File: config.mk
export PLATFORM = sky130hd
export DESIGN_NAME = perf_uart_report
export DESIGN_NICKNAME = d
export VERILOG_FILES = /design/src/rtl/perf_report_pkg.sv /design/src/rtl/bin2bcd_13.sv /design/src/rtl/perf_uart_report.sv
export SDC_FILE = /design/constraint.sdc
export NUM_CORES = 1
export LEC_CHECK = 0
export ABC_AREA = 1
export CORE_MARGIN = 5
export CORE_UTILIZATION = 60
export CTS_BUF_LIST = sky130_fd_sc_hd__clkbuf_16
export DETAILED_ROUTE_END_ITERATION = 16
export GPL_TIMING_DRIVEN = 0
export PLACE_DENSITY = 0.82
export SYNTH_ARGS = -nofsm -noshare
export SYNTH_HDL_FRONTEND = slang
export SYNTH_SLANG_ARGS = --single-unit
File: constraint.sdc
create_clock -name CLK_50 -period 4.4 [get_ports CLK_50]
set_clock_uncertainty 0.15 [all_clocks]
set_input_delay 1.32 -clock CLK_50 [delete_from_list [all_inputs] [get_ports CLK_50]]
set_output_delay 1.32 -clock CLK_50 [all_outputs]
set_load 0.02 [all_outputs]
File: src/rtl/perf_report_pkg.sv
// perf_report_pkg
//   Shared types and constants for the performance-report UART block:
//   FSM state encoding, report length, ASCII codes used by the fixed
//   report line, and a nibble-to-hex-ASCII helper.
package perf_report_pkg;

    // Report sequencer states.
    typedef enum logic [2:0] {
        IDLE,
        CONVERT,
        LOAD,
        START,
        DATA,
        STOP,
        FINISH
    } report_state_t;

    // Report line: 'C' '=' H7..H0 ' ' 'T' '=' D3..D0 CR LF
    localparam int MSG_LEN = 19;

    // Width of the hundredths-of-second input and of its 4-digit BCD form.
    localparam int HUND_W = 13;
    localparam int BCD_W  = 16;

    localparam logic [7:0] CH_C  = 8'h43;
    localparam logic [7:0] CH_EQ = 8'h3D;
    localparam logic [7:0] CH_SP = 8'h20;
    localparam logic [7:0] CH_T  = 8'h54;
    localparam logic [7:0] CH_CR = 8'h0D;
    localparam logic [7:0] CH_LF = 8'h0A;

    // Uppercase hex digit: 0-9 -> '0'-'9', A-F -> 'A'-'F'.
    function automatic logic [7:0] hex2ascii(input logic [3:0] nib);
        if (nib < 4'd10)
            return 8'h30 + {4'h0, nib};
        else
            return 8'h37 + {4'h0, nib};
    endfunction

endpackage

File: src/rtl/bin2bcd_13.sv
// bin2bcd_13
//   Sequential double-dabble converter for a 13-bit binary value
//   (0..8191) into four BCD digits. One shift/adjust step per clock,
//   13 steps in total. The first step is taken in the start cycle
//   directly on 'bin', so the result is complete at the clock edge that
//   ends the cycle in which 'done' is high (13 cycles after start rises).
//
// Ports
//   CLK_50  clock
//   resetN  asynchronous active-low reset
//   start   one-cycle pulse; 'bin' is sampled in this cycle
//   bin     binary input value
//   bcd     {thousands, hundreds, tens, units}, valid after the done cycle
//   done    high during the 13th (last) conversion cycle
module bin2bcd_13
    import perf_report_pkg::*;
(
    input  logic              CLK_50,
    input  logic              resetN,
    input  logic              start,
    input  logic [HUND_W-1:0] bin,
    output logic [BCD_W-1:0]  bcd,
    output logic              done
);

    logic [HUND_W-1:0]       bin_sh;
    logic [3:0]              iter;
    logic                    active;
    logic [BCD_W+HUND_W-1:0] stage;

    // One double-dabble step: add 3 to every digit >= 5, then shift the
    // combined {digits, remaining binary} left by one.
    function automatic logic [BCD_W+HUND_W-1:0] dabble_step(
        input logic [BCD_W-1:0]  digits,
        input logic [HUND_W-1:0] rest
    );
        logic [BCD_W-1:0] adj;
        for (int d = 0; d < BCD_W / 4; d++) begin
            adj[4*d +: 4] = (digits[4*d +: 4] >= 4'd5) ? digits[4*d +: 4] + 4'd3
                                                       : digits[4*d +: 4];
        end
        return {adj, rest} << 1;
    endfunction

    // The start cycle works on the fresh input with cleared digits.
    always_comb begin
        stage = start ? dabble_step('0, bin) : dabble_step(bcd, bin_sh);
    end

    // NOTE: sequential state is updated with non-blocking assignments so
    // every register samples pre-edge values regardless of statement order.
    always_ff @(posedge CLK_50 or negedge resetN) begin
        if (!resetN) begin
            bcd    <= '0;
            bin_sh <= '0;
            iter   <= '0;
            active <= 1'b0;
        end else if (start) begin
            {bcd, bin_sh} <= stage;
            iter          <= 4'd1;
            active        <= 1'b1;
        end else if (active) begin
            {bcd, bin_sh} <= stage;
            iter          <= iter + 4'd1;
            if (iter == 4'(HUND_W - 1))
                active <= 1'b0;
        end
    end

    // Steps 2..13 run while active; the 13th step happens at the end of
    // the cycle where iter == 12.
    assign done = active && (iter == 4'(HUND_W - 1));

endmodule

File: src/rtl/perf_uart_report.sv
// perf_uart_report
//   Sends one fixed-format ASCII report line over an 8N1 UART whenever the
//   performance counter signals completion (rising edge of 'finished'), or
//   when a resend is requested. Line format (19 bytes):
//     "C=" + 8 uppercase hex digits of cycle_count + " T=" +
//     4 decimal digits of hund_seconds + CR LF
//
// Ports
//   CLK_50        system clock
//   resetN        asynchronous active-low reset
//   finished      sticky completion flag from the performance counter
//   cycle_count   32-bit clock count (frozen once finished)
//   hund_seconds  13-bit hundredths-of-second count (saturates at 8191)
//   send_req      one-cycle pulse: resend the last captured values
//   uart_tx       registered serial output, idle high
//   busy          high from trigger until the last stop bit ends
//   report_done   one-cycle pulse in the final (FINISH) cycle of a report
module perf_uart_report
    import perf_report_pkg::*;
#(
    parameter int CLK_FREQ = 50_000_000,
    parameter int BAUD     = 115200,
    parameter int BAUD_DIV = CLK_FREQ / BAUD
) (
    input  logic              CLK_50,
    input  logic              resetN,
    input  logic              finished,
    input  logic [31:0]       cycle_count,
    input  logic [HUND_W-1:0] hund_seconds,
    input  logic              send_req,
    output logic              uart_tx,
    output logic              busy,
    output logic              report_done
);

    localparam int CNT_W = $clog2(BAUD_DIV + 1);
    localparam logic [CNT_W-1:0] BAUD_LAST = CNT_W'(BAUD_DIV - 1);
    localparam logic [4:0]       IDX_LAST  = 5'(MSG_LEN - 1);

    report_state_t     state;
    logic              finished_q;
    logic [31:0]       cap_cycles;
    logic [HUND_W-1:0] cap_hund;
    logic [4:0]        idx;
    logic [CNT_W-1:0]  baud_cnt;
    logic [2:0]        bit_idx;
    logic [7:0]        tx_shift;
    logic              bcd_start;
    logic              bcd_done;
    logic [BCD_W-1:0]  bcd;

    logic              fin_rise;
    logic              trig;
    logic              baud_tick;
    logic [7:0]        msg_byte;
    logic [2:0]        hex_pos;
    logic [1:0]        dig_pos;
    logic [3:0]        hex_nib;
    logic [3:0]        dig_nib;

    assign fin_rise  = finished & ~finished_q;
    assign trig      = fin_rise | send_req;
    assign baud_tick = (baud_cnt == BAUD_LAST);

    bin2bcd_13 u_bin2bcd (
        .CLK_50 (CLK_50),
        .resetN (resetN),
        .start  (bcd_start),
        .bin    (cap_hund),
        .bcd    (bcd),
        .done   (bcd_done)
    );

    // Message byte selected by idx. Hex digits run MSB nibble first
    // (idx 2 -> bits 31:28), decimal digits thousands first (idx 13).
    // NOTE: every always_comb output gets a default before the case so no
    // path leaves it unassigned, which would infer a latch.
    always_comb begin
        hex_pos  = 3'(5'd9 - idx);
        dig_pos  = 2'(5'd16 - idx);
        hex_nib  = 4'(cap_cycles >> {hex_pos, 2'b00});
        dig_nib  = 4'(bcd >> {dig_pos, 2'b00});
        msg_byte = CH_LF;
        case (idx) inside
            5'd0:           msg_byte = CH_C;
            5'd1:           msg_byte = CH_EQ;
            [5'd2:5'd9]:    msg_byte = hex2ascii(hex_nib);
            5'd10:          msg_byte = CH_SP;
            5'd11:          msg_byte = CH_T;
            5'd12:          msg_byte = CH_EQ;
            [5'd13:5'd16]:  msg_byte = {4'h3, dig_nib};
            5'd17:          msg_byte = CH_CR;
            default:        msg_byte = CH_LF;
        endcase
    end

    // Report sequencer. All outputs are registered: each state's line level
    // is written on the edge that enters it, so uart_tx never depends
    // combinationally on the inputs.
    // NOTE: the captured values are data registers but are still reset, so
    // a resend request before any capture reports all zeros.
    always_ff @(posedge CLK_50 or negedge resetN) begin
        if (!resetN) begin
            state       <= IDLE;
            finished_q  <= 1'b0;
            cap_cycles  <= '0;
            cap_hund    <= '0;
            idx         <= '0;
            baud_cnt    <= '0;
            bit_idx     <= '0;
            tx_shift    <= '0;
            bcd_start   <= 1'b0;
            uart_tx     <= 1'b1;
            busy        <= 1'b0;
            report_done <= 1'b0;
        end else begin
            finished_q  <= finished;
            bcd_start   <= 1'b0;
            report_done <= 1'b0;

            case (state)
                IDLE: begin
                    // Triggers are only looked at here, so anything arriving
                    // while a report is running is dropped, not queued.
                    if (trig) begin
                        if (fin_rise) begin
                            cap_cycles <= cycle_count;
                            cap_hund   <= hund_seconds;
                        end
                        bcd_start <= 1'b1;
                        busy      <= 1'b1;
                        state     <= CONVERT;
                    end
                end

                CONVERT: begin
                    if (bcd_done) begin
                        idx   <= '0;
                        state <= LOAD;
                    end
                end

                LOAD: begin
                    baud_cnt <= '0;
                    tx_shift <= msg_byte;
                    uart_tx  <= 1'b0;
                    state    <= START;
                end

                START: begin
                    if (baud_tick) begin
                        baud_cnt <= '0;
                        uart_tx  <= tx_shift[0];
                        tx_shift <= tx_shift >> 1;
                        bit_idx  <= '0;
                        state    <= DATA;
                    end else begin
                        baud_cnt <= baud_cnt + CNT_W'(1);
                    end
                end

                DATA: begin
                    if (baud_tick) begin
                        baud_cnt <= '0;
                        if (bit_idx == 3'd7) begin
                            uart_tx <= 1'b1;
                            state   <= STOP;
                        end else begin
                            uart_tx  <= tx_shift[0];
                            tx_shift <= tx_shift >> 1;
                            bit_idx  <= bit_idx + 3'd1;
                        end
                    end else begin
                        baud_cnt <= baud_cnt + CNT_W'(1);
                    end
                end

                STOP: begin
                    if (baud_tick) begin
                        baud_cnt <= '0;
                        if (idx == IDX_LAST) begin
                            report_done <= 1'b1;
                            busy        <= 1'b0;
                            state       <= FINISH;
                        end else begin
                            idx   <= idx + 5'd1;
                            state <= LOAD;
                        end
                    end else begin
                        baud_cnt <= baud_cnt + CNT_W'(1);
                    end
                end

                FINISH: begin
                    state <= IDLE;
                end

                default: begin
                    state <= IDLE;
                end
            endcase
        end
    end

endmodule

==> results of run 1 <==
-- worst max path at each step --
stage	startpoint	to	slack [ps]	depth (start not counted)
floorplan	finished	cap_cycles[0]	2080	5
global placement	resetN	cap_cycles[18]	-2190	1
detailed placement	finished	cap_cycles[2]	1300	7
CTS	uart_tx	uart_tx	1440	1
global route	uart_tx	uart_tx	1420	1
finish	uart_tx	uart_tx	1450	1
-- cells in the final DEF, fill, tap and decap left out, types with 4 or more instances in the layout --
| master | netlist | final |
|---|---|---|
| ha_1 | 24 | 24 |
| inv_2 | 4 | 4 |
| nand3_1 | 34 | 34 |
| nor3_1 | 11 | 11 |
| clkbuf_1 | 6 | 6 |
| a21oi_1 | 64 | 64 |
| o21ai_0 | 47 | 47 |
| inv_1 | 98 | 100 |
| dfrtp_1 | 109 | 109 |
| nand2_2 | 7 | 7 |
| o21ai_1 | 5 | 5 |
| buf_6 | 4 | 4 |
| nor2_1 | 87 | 87 |
| clkbuf_16 | 0 | 9 |
| o32ai_1 | 9 | 9 |
| xor2_1 | 9 | 9 |
| nand4_1 | 5 | 5 |
| buf_2 | 9 | 9 |
| o22ai_1 | 10 | 10 |
| o211ai_1 | 13 | 13 |
| mux2_2 | 22 | 22 |
| clkdlybuf4s50_1 | 0 | 50 |
| nand2_1 | 115 | 115 |
-- worst min-delay path, cell delays in order, from the launching register on --
cell and delay (ps):
dfrtp_1 350, nand2_1 50, nand2_1 60
-- through the flow --
stage | instance area [µm²] | hold WS (ps) | setup TNS [ps] | instances
after floorplan | 6020 | 285 | 0 | 725
after global placement | 6700 | 303 | -238820 | 909
after detailed placement | 6730 | 319 | 0 | 910
after CTS | 6990 | 348 | 0 | 925
after global routing | 6990 | 363 | 0 | 925
final | 6990 | 338 | 0 | 925
-- logic make-up (layout without fill, tap and decap cells) --
logic type               Yosys count  in the layout  synth area share [%]
buffers and inverters            129            196                  9.10
adder cells (fa/ha/maj)           24             24                  4.98
multiplexers                      22             22                  4.11
AO/OA/AOI/OAI                    160            160                  15.3
AND/OR/NAND/NOR                  270            270                  19.2
XOR/XNOR                          10             10                  1.58
flip-flops                       110            110                  45.7
-- state kept, by name, summed over array words and instances, names as in the netlist, 3 cells and up --
register          flops
u_bin2bcd.bcd        16
state                 3
cap_hund             13
u_bin2bcd.bin_sh     12
bit_idx               3
u_bin2bcd.iter        4
baud_cnt              9
tx_shift              7
cap_cycles           32
idx                   5
-- layer usage --
layer / vias up / global-route usage [%] / share of wire (%)
met2: 125 / 39.2 / 49
li1: 2505 / - / -
met5: - / 0 / 0
met1: 2457 / 32.5 / 45
met4: 0 / 7.65 / 1.6
met3: 20 / 4.43 / 4.6
-- layout make-up --
class	count	area [µm²]	share of cell area (%)
Sequential cell	110	2750	39.4
Multi-Input combinational cell	486	2720	38.9
Timing Repair Buffer	52	536	7.66
Inverter	106	405	5.80
Clock buffer	9	225	3.22
Tap cell	133	166	2.38
Buffer	23	143	2.04
Clock inverter	6	40.0	0.573
-- power by group through the flow --
stage	Combinational, µW	Clock, µW	Sequential (µW)
3_3_place_gp	2020	0	1680
2_1_floorplan	1630	0	1630
5_1_grt	2460	797	1730
6_report	2160	750	1690
4_1_cts	2160	756	1680
3_5_place_dp	2140	0	1700
==> metrics.cfg, run 1 <==
[pwr]
p_comb_share_pct=47.0
p_clk_share_pct=16.3
switching_share_pct=42.0
p_int_uw=2670
total_power_uw=4600
vdd_drop_max_mv=0.395
p_switching_uw=1930
seqPwrFrac_pct=36.7
p_leak_uw=0.00337
p_per_area_nw_per_um2=658

[logic_synthesis]
syn_avg_cell_area_um2=8.31
synth_fp_nets=798
ys.flop_type=dfrtp_1
yosys_warnings=0
syn_inst=725
synth_common_cells=nand2_1, dfrtp_1, inv_1, nor2_1, a21oi_1
synth.top_cell.area_share_pct=45.3
ys_seq_elements=110
ys_types=44
synth_area_um2=6020
seq_area_frac_synth_pct=45.7
synth_edf_count=0
async_flop_share_pct=100
synthTopCellsByArea=dfrtp_1, nand2_1, inv_1
yosysMostFrequentCell=nand2_1
synth_top_cell_by_area=dfrtp_1

[setup_path]
startpoint_type=register
end_kind=primary output
worstPathCellList=clkdlybuf4s50_1
timing.rr.end=tx_shift[2]
timing.critical_path.buf_inv=1
crit_slowest_cell=clkdlybuf4s50_1
crit_family=buffers and inverters
reg2reg_depth=12
crit_path_max_incr_delay_ps=600
crit_fanout=2
worstPathRequired_ps=2930
worstPathArrival_ps=1480
critPathKind=reg -> out
ff2ff_setup_slack_ps=1590
r2r-start=idx[1]

[global_routing]
grt_start_max_net_pins=76
grt_usage_pct=24.0
grt_pass1_wl_um=23000
overflow=0
antenna_found_initial=0
grt_pass1_vias=5024

[placed_design]
io_buffers=51
gp_congestion=0.917
place_ws_ps=1300
dpl.hpwl_um=10200

[drt]
vias=5107
wl_per_cell_um=14.7
finalWirelength_um=13600
drtIter0Drc=368
ant_nets=0
first_pass_iters=7
viasPerCell=5.52
drcViolationCount=0

[clock_network]
cts.sinks=110
cts_root_buf=clkbuf_16
cts_max_path_buffers=2
insertion_delay_ps=350
ctsHoldBuffers=0
cts_inserted_buffers=9
cts_resized=0
path_clk_slew_ps=60
post-cts-setup-buffer-count=0
cts_tree=built
cts_max_level=3

[timing]
worst_slack_ps=1450
drv_slew=0
slew_headroom_pct=65.4
worst_pin_slew_ps=519
hold_violations=0
rsz0062_at_grt=no
max_freq_ghz=0.339
period_share_pct=67.0
finalSetupViolCount=0
min_period_ps=2950

[final_layout]
final_util_pct=71.5
area_delta_synth_final_pct=16.1
drive_gt1_share_pct=9.85
nFillCells=750
nets=861
n_antenna_cell=0

[job]
drv_cap=0

[floorplanning]
core_area_um2=9770
rows=36
num_io_pins=52
die-area_um2=12100
die_height_um=110
start_util_pct=61.6
die-width_um=110

[min_path]
min_to=tx_shift[1]
hp-class=reg -> reg
holdCritStartpoint=tx_shift[1]
min_delay_path_depth=2

[outcome]
outcome=finished, final reports clean

(Power assumes the default switching activity.)
==> run 2, diff against run 1 <==
CORE_UTILIZATION = 58   (was 60)
PLACE_DENSITY = 0.8   (was 0.82)
clock period = 2.95 ns   (was 4.4 ns; I/O delays follow)
==> run 2 against run 1 <==
  * Routed wire length is 0.35% lower
  * Clock power is 56% higher
  * Core utilization is 3.0 points lower
  * Sequential power is 49% higher
  * Critical path depth is 11 higher
  * Hold slack better by 12 ps
  * Global-route usage is 1.3 points lower
  * Combinational power is 49% higher
  * Power is 50% higher
  * Critical path type is now reg -> reg
==> metrics.cfg, run 2 (synthesis gave the netlist of run 1 again) <==
[setup_path]
worstPathArrival_ps=2870  ; +1390 ps
ff2ff_setup_slack_ps=220  ; -1370 ps
timing.rr.end=tx_shift[2]
r2r-start=idx[1]
worstPathRequired_ps=3090  ; +160 ps
crit_fanout=12  ; +10
end_kind=register
critPathKind=reg -> reg
startpoint_type=register
reg2reg_depth=12  ; unchanged

[placed_design]
dpl.hpwl_um=10000  ; -1.2%
gp_congestion=0.939  ; +2.3%
io_buffers=51  ; unchanged
dp.cells=913  ; +0.33%

[drt]
viasPerCell=5.58  ; +0.98%
drtIter0Drc=397  ; +7.9%
vias=5174  ; +1.3%
finalWirelength_um=13500  ; -0.35%
drcViolationCount=0  ; unchanged
ant_nets=0  ; unchanged
first_pass_iters=7  ; unchanged
wl_per_cell_um=14.6  ; -0.67%

[global_routing]
grt_pass1_wl_um=23500  ; +2.1%
overflow=0  ; unchanged
antenna_found_initial=0  ; unchanged
grt_pass1_vias=5072  ; +0.96%
grt_usage_pct=22.6  ; -1.3 points
grt_start_max_net_pins=70  ; -7.9%

[floorplanning]
die_height_um=112  ; +1.6%
die-area_um2=12500  ; +3.1%
start_util_pct=58.9  ; -2.8 points
rows=37  ; +2.8%
num_io_pins=52  ; unchanged
core_area_um2=10200  ; +4.7%
die-width_um=112  ; +1.6%

[final_layout]
area_delta_synth_final_pct=16.4
final_cell_mix=nand2_1, dfrtp_1, inv_1
layout_commonest_cell=nand2_1
largest_reg_flops=32  ; unchanged
reg.largest.list=cap_cycles (32), u_bin2bcd.bcd (16), cap_hund (13)
drive_gt1_share_pct=10.1  ; +0.25 points
max_flop_register=cap_cycles
fin_cells=928  ; +0.32%
nFillCells=807  ; +7.6%
nets=861  ; unchanged
final_util_pct=68.5  ; -3.0 points
n_antenna_cell=0  ; unchanged

[timing]
slew_headroom_pct=62.6  ; -2.8 points
max_freq_ghz=0.366
min_period_ps=2730
worst_pin_slew_ps=561  ; +42.6 ps
hold_ws_ps=350  ; +12.1 ps
drv_slew=0  ; unchanged
hold_violations=0  ; unchanged
period_share_pct=92.7
rsz0062_at_grt=no
finalSetupViolCount=0  ; unchanged

[outcome]
outcome=finished, final reports clean

[clock_network]
cts_max_path_buffers=2  ; unchanged
cts_tree=built
path_clk_slew_ps=70  ; about the same
ctsHoldBuffers=0  ; unchanged
cts_root_buf=clkbuf_16
cts_max_level=3  ; unchanged
cts.sinks=110  ; unchanged
insertion_delay_ps=360  ; about the same
cts_inserted_buffers=9  ; unchanged
cts_resized=0  ; unchanged
post-cts-setup-buffer-count=0  ; unchanged

[min_path]
hp-class=in -> async

[pwr]
p_leak_uw=0.00338  ; about the same
p_per_area_nw_per_um2=985  ; +50%
vdd_drop_max_mv=0.696  ; +76%

[job]
drv_cap=0  ; unchanged

[run 2: cell count changes in the layout (fill, tap and decap cells not counted)]
cell and change:
inv_8 +2, inv_1 -2
[run 2: critical path, cell delays in order (launching register included)]
cell and delay [ps]:
dfrtp_1 450, clkinv_1 390, ha_1 410, buf_2 180, o211ai_1 160, o21ai_4 130
ha_1 210, nand3b_1 160, nand4_1 90, nand2_1 60, nand2_1 60, nand2_1 60
a21oi_1 140
[run 2: area by class of cell]
type	instances	area (µm²)	area share, %
clock inverters	6	55.1	0.785
clock buffers	9	225	3.21
repair buffers	52	536	7.64
multi-input cells	486	2720	38.8
flip-flops and latches	110	2750	39.3
inverters	106	405	5.78
well taps	136	170	2.43
plain buffers	23	143	2.03
[run 2: worst max-delay path by stage]
| stage | from | to | cells past startpoint |
|---|---|---|---|
| 5_1_grt | idx[1] | tx_shift[2] | 12 |
| 6_report | idx[1] | tx_shift[2] | 12 |
| 3_3_place_gp | resetN | cap_cycles[10] | 1 |
| 3_5_place_dp | idx[1] | tx_shift[2] | 12 |
| 4_1_cts | idx[1] | tx_shift[2] | 12 |
| 2_1_floorplan | idx[1] | tx_shift[2] | 12 |
[run 2: metal layers]
| layer | vias to the layer above | part of all wire [%] | GRT usage (%) | wire length, µm |
|---|---|---|---|---|
| li1 | 2503 | - | - | - |
| met1 | 2501 | 45 | 29.3 | 6080 |
| met2 | 148 | 49 | 38.1 | 6640 |
| met3 | 22 | 4.5 | 5.27 | 614 |
| met4 | 0 | 1.6 | 6.49 | 219 |
| met5 | - | 0 | 0 | 0 |
[run 2: power by group]
| part | leakage, µW | switching (µW) | total (µW) | internal (µW) |
|---|---|---|---|---|
| clock | 0.000132 | 590 | 1170 | 585 |
| combinational | 0.00191 | 1950 | 3210 | 1260 |
| sequential | 0.00133 | 367 | 2520 | 2150 |
[run 2: per-stage QoR]
stage	setup WS, ps	cell area, µm²	power [µW]	setup TNS, ps
2_1_floorplan	641	6020	4870	0
3_3_place_gp	-3280	6710	5500	-358630
3_5_place_dp	229	6730	5710	0
4_1_cts	232	7010	6900	0
5_1_grt	12.5	7010	7490	0
6_report	216	7010	6900	0
==> run 3, diff against run 2 <==
CAP_MARGIN = 20   (was unset)
==> run 3 against run 2 <==
  * Power did not move
  * Global-route usage did not move
  * Sequential power barely moved
  * Combinational power barely moved
  * Sequential share of layout area did not move
  * Cell area did not move
==> metrics.cfg, run 3 (synthesis gave the netlist of run 1 again) <==
[global_routing]
grt_pass1_vias=5072  ; unchanged
grt_usage_pct=22.6  ; unchanged
overflow=0  ; unchanged
grt_pass1_wl_um=23500  ; unchanged
antenna_found_initial=0  ; unchanged
grt_start_max_net_pins=70  ; unchanged

[final_layout]
largest_reg_flops=32  ; unchanged
area_delta_synth_final_pct=16.4  ; unchanged
drive_gt1_share_pct=10.1  ; unchanged
nets=861  ; unchanged
n_antenna_cell=0  ; unchanged
layout_commonest_cell=nand2_1
final_cell_mix=nand2_1, dfrtp_1, inv_1
fin_area_um2=7010  ; unchanged
nFillCells=807  ; unchanged
max_flop_register=cap_cycles
reg.largest.list=cap_cycles (32), u_bin2bcd.bcd (16), cap_hund (13)

[clock_network]
cts_max_path_buffers=2  ; unchanged
cts_root_buf=clkbuf_16
ctsHoldBuffers=0  ; unchanged
insertion_delay_ps=360  ; about the same
cts_tree=built
path_clk_slew_ps=70  ; about the same
cts_resized=0  ; unchanged
cts.sinks=110  ; unchanged
cts_max_level=3  ; unchanged
post-cts-setup-buffer-count=0  ; unchanged
cts_inserted_buffers=9  ; unchanged

[placed_design]
dpl.hpwl_um=10000  ; unchanged
dpl_cell_area_um2=6730  ; unchanged
gp_congestion=0.939  ; unchanged
io_buffers=51  ; unchanged
place_ws_ps=229  ; unchanged

[timing]
min_period_ps=2730  ; unchanged
worst_pin_slew_ps=561  ; unchanged
rsz0062_at_grt=no
period_share_pct=92.7  ; unchanged
hold_ws_ps=350  ; unchanged
max_freq_ghz=0.366  ; unchanged
finalSetupViolCount=0  ; unchanged
drv_slew=0  ; unchanged
hold_violations=0  ; unchanged
setup_tns_ps=0  ; unchanged
worst_slack_ps=216  ; unchanged
slew_headroom_pct=62.6  ; unchanged

[setup_path]
crit_slowest_cell=dfrtp_1
crit_fanout=12  ; unchanged
critPathKind=reg -> reg
startpoint_type=register
worstPathCellList=clkinv_1 > ha_1 > buf_2 > o211ai_1 > o21ai_4 > ha_1 > nand3b_1 > nand4_1 > nand2_1 > nand2_1 > nand2_1 > a21oi_1
worstPathRequired_ps=3090  ; about the same
crit_path_max_incr_delay_ps=450  ; about the same
worstPathArrival_ps=2870  ; about the same
end_kind=register
cpMostUsedCell=nand2_1

[drt]
drtIter0Drc=397  ; unchanged
ant_nets=0  ; unchanged
drcViolationCount=0  ; unchanged
first_pass_iters=7  ; unchanged
vias=5174  ; unchanged
wl_per_cell_um=14.6  ; unchanged
finalWirelength_um=13500  ; unchanged
viasPerCell=5.58  ; unchanged

[pwr]
total_power_uw=6900  ; unchanged
p_per_area_nw_per_um2=985  ; unchanged
vdd_drop_max_mv=0.696  ; unchanged
p_leak_uw=0.00338  ; unchanged

[floorplanning]
num_io_pins=52  ; unchanged
die_height_um=112  ; unchanged
core_area_um2=10200  ; unchanged
die-width_um=112  ; unchanged
die-area_um2=12500  ; unchanged
start_util_pct=58.9  ; unchanged
rows=37  ; unchanged

[min_path]
hp-class=in -> async

[job]
drv_cap=0  ; unchanged

[outcome]
outcome=finished, final reports clean

-- run 3: final cells by class --
cell class                 instances  area [µm²]  share of cell area [%]
buffer                            23         143                    2.03
clock buffer                       9         225                    3.21
clock inverter                     6        55.1                   0.785
inverter                         106         405                    5.78
multi-input combinational        486        2720                    38.8
sequential                       110        2750                    39.3
tap                              136         170                    2.43
timing repair buffer              52         536                    7.64
-- run 3: per-stage QoR --
step / cells / utilization [%]
after detailed placement: 913 / 65.8
final: 928 / 68.5
after floorplan: 725 / -
after global placement: 912 / 65.5
after global routing: 928 / 68.5
after CTS: 928 / 68.5
-- run 3: worst max-delay path: cells and delay by family, from the launching register on --
kind,cells,cell delay (ps)
adders and majority gates,2,620
buffers and inverters,2,570
DFF,1,450
AOI/OAI and AO/OA,3,430
and+or+nand+nor,5,430
-- run 3: power breakdown --
part	total [µW]	internal, µW	switching, µW
Clock	1170	585	590
Combinational	3210	1260	1950
Sequential	2520	2150	367
-- run 3: worst paths after layout --
check / startpoint / endpoint / slack [ps] / depth (start not counted)
worst max-delay path: idx[1] / tx_shift[2] / 220 / 12
min in group CLK_50: u_bin2bcd.iter[3] / u_bin2bcd.iter[3] / 350 / 1
worst min register to register: u_bin2bcd.iter[3] / u_bin2bcd.iter[3] / 350 / 1
worst min-delay path: resetN / u_bin2bcd.bcd[10] / 350 / 1
worst max register to register: idx[1] / tx_shift[2] / 220 / 12
max in group asynchronous: resetN / cap_cycles[5] / 1560 / 2
-- run 3: metal layers --
layer	track usage (%)	up-vias	routed length (µm)
met3	5.27	22	614
met5	0	-	0
met2	38.1	148	6640
li1	-	2503	-
met4	6.49	0	219
met1	29.3	2501	6080
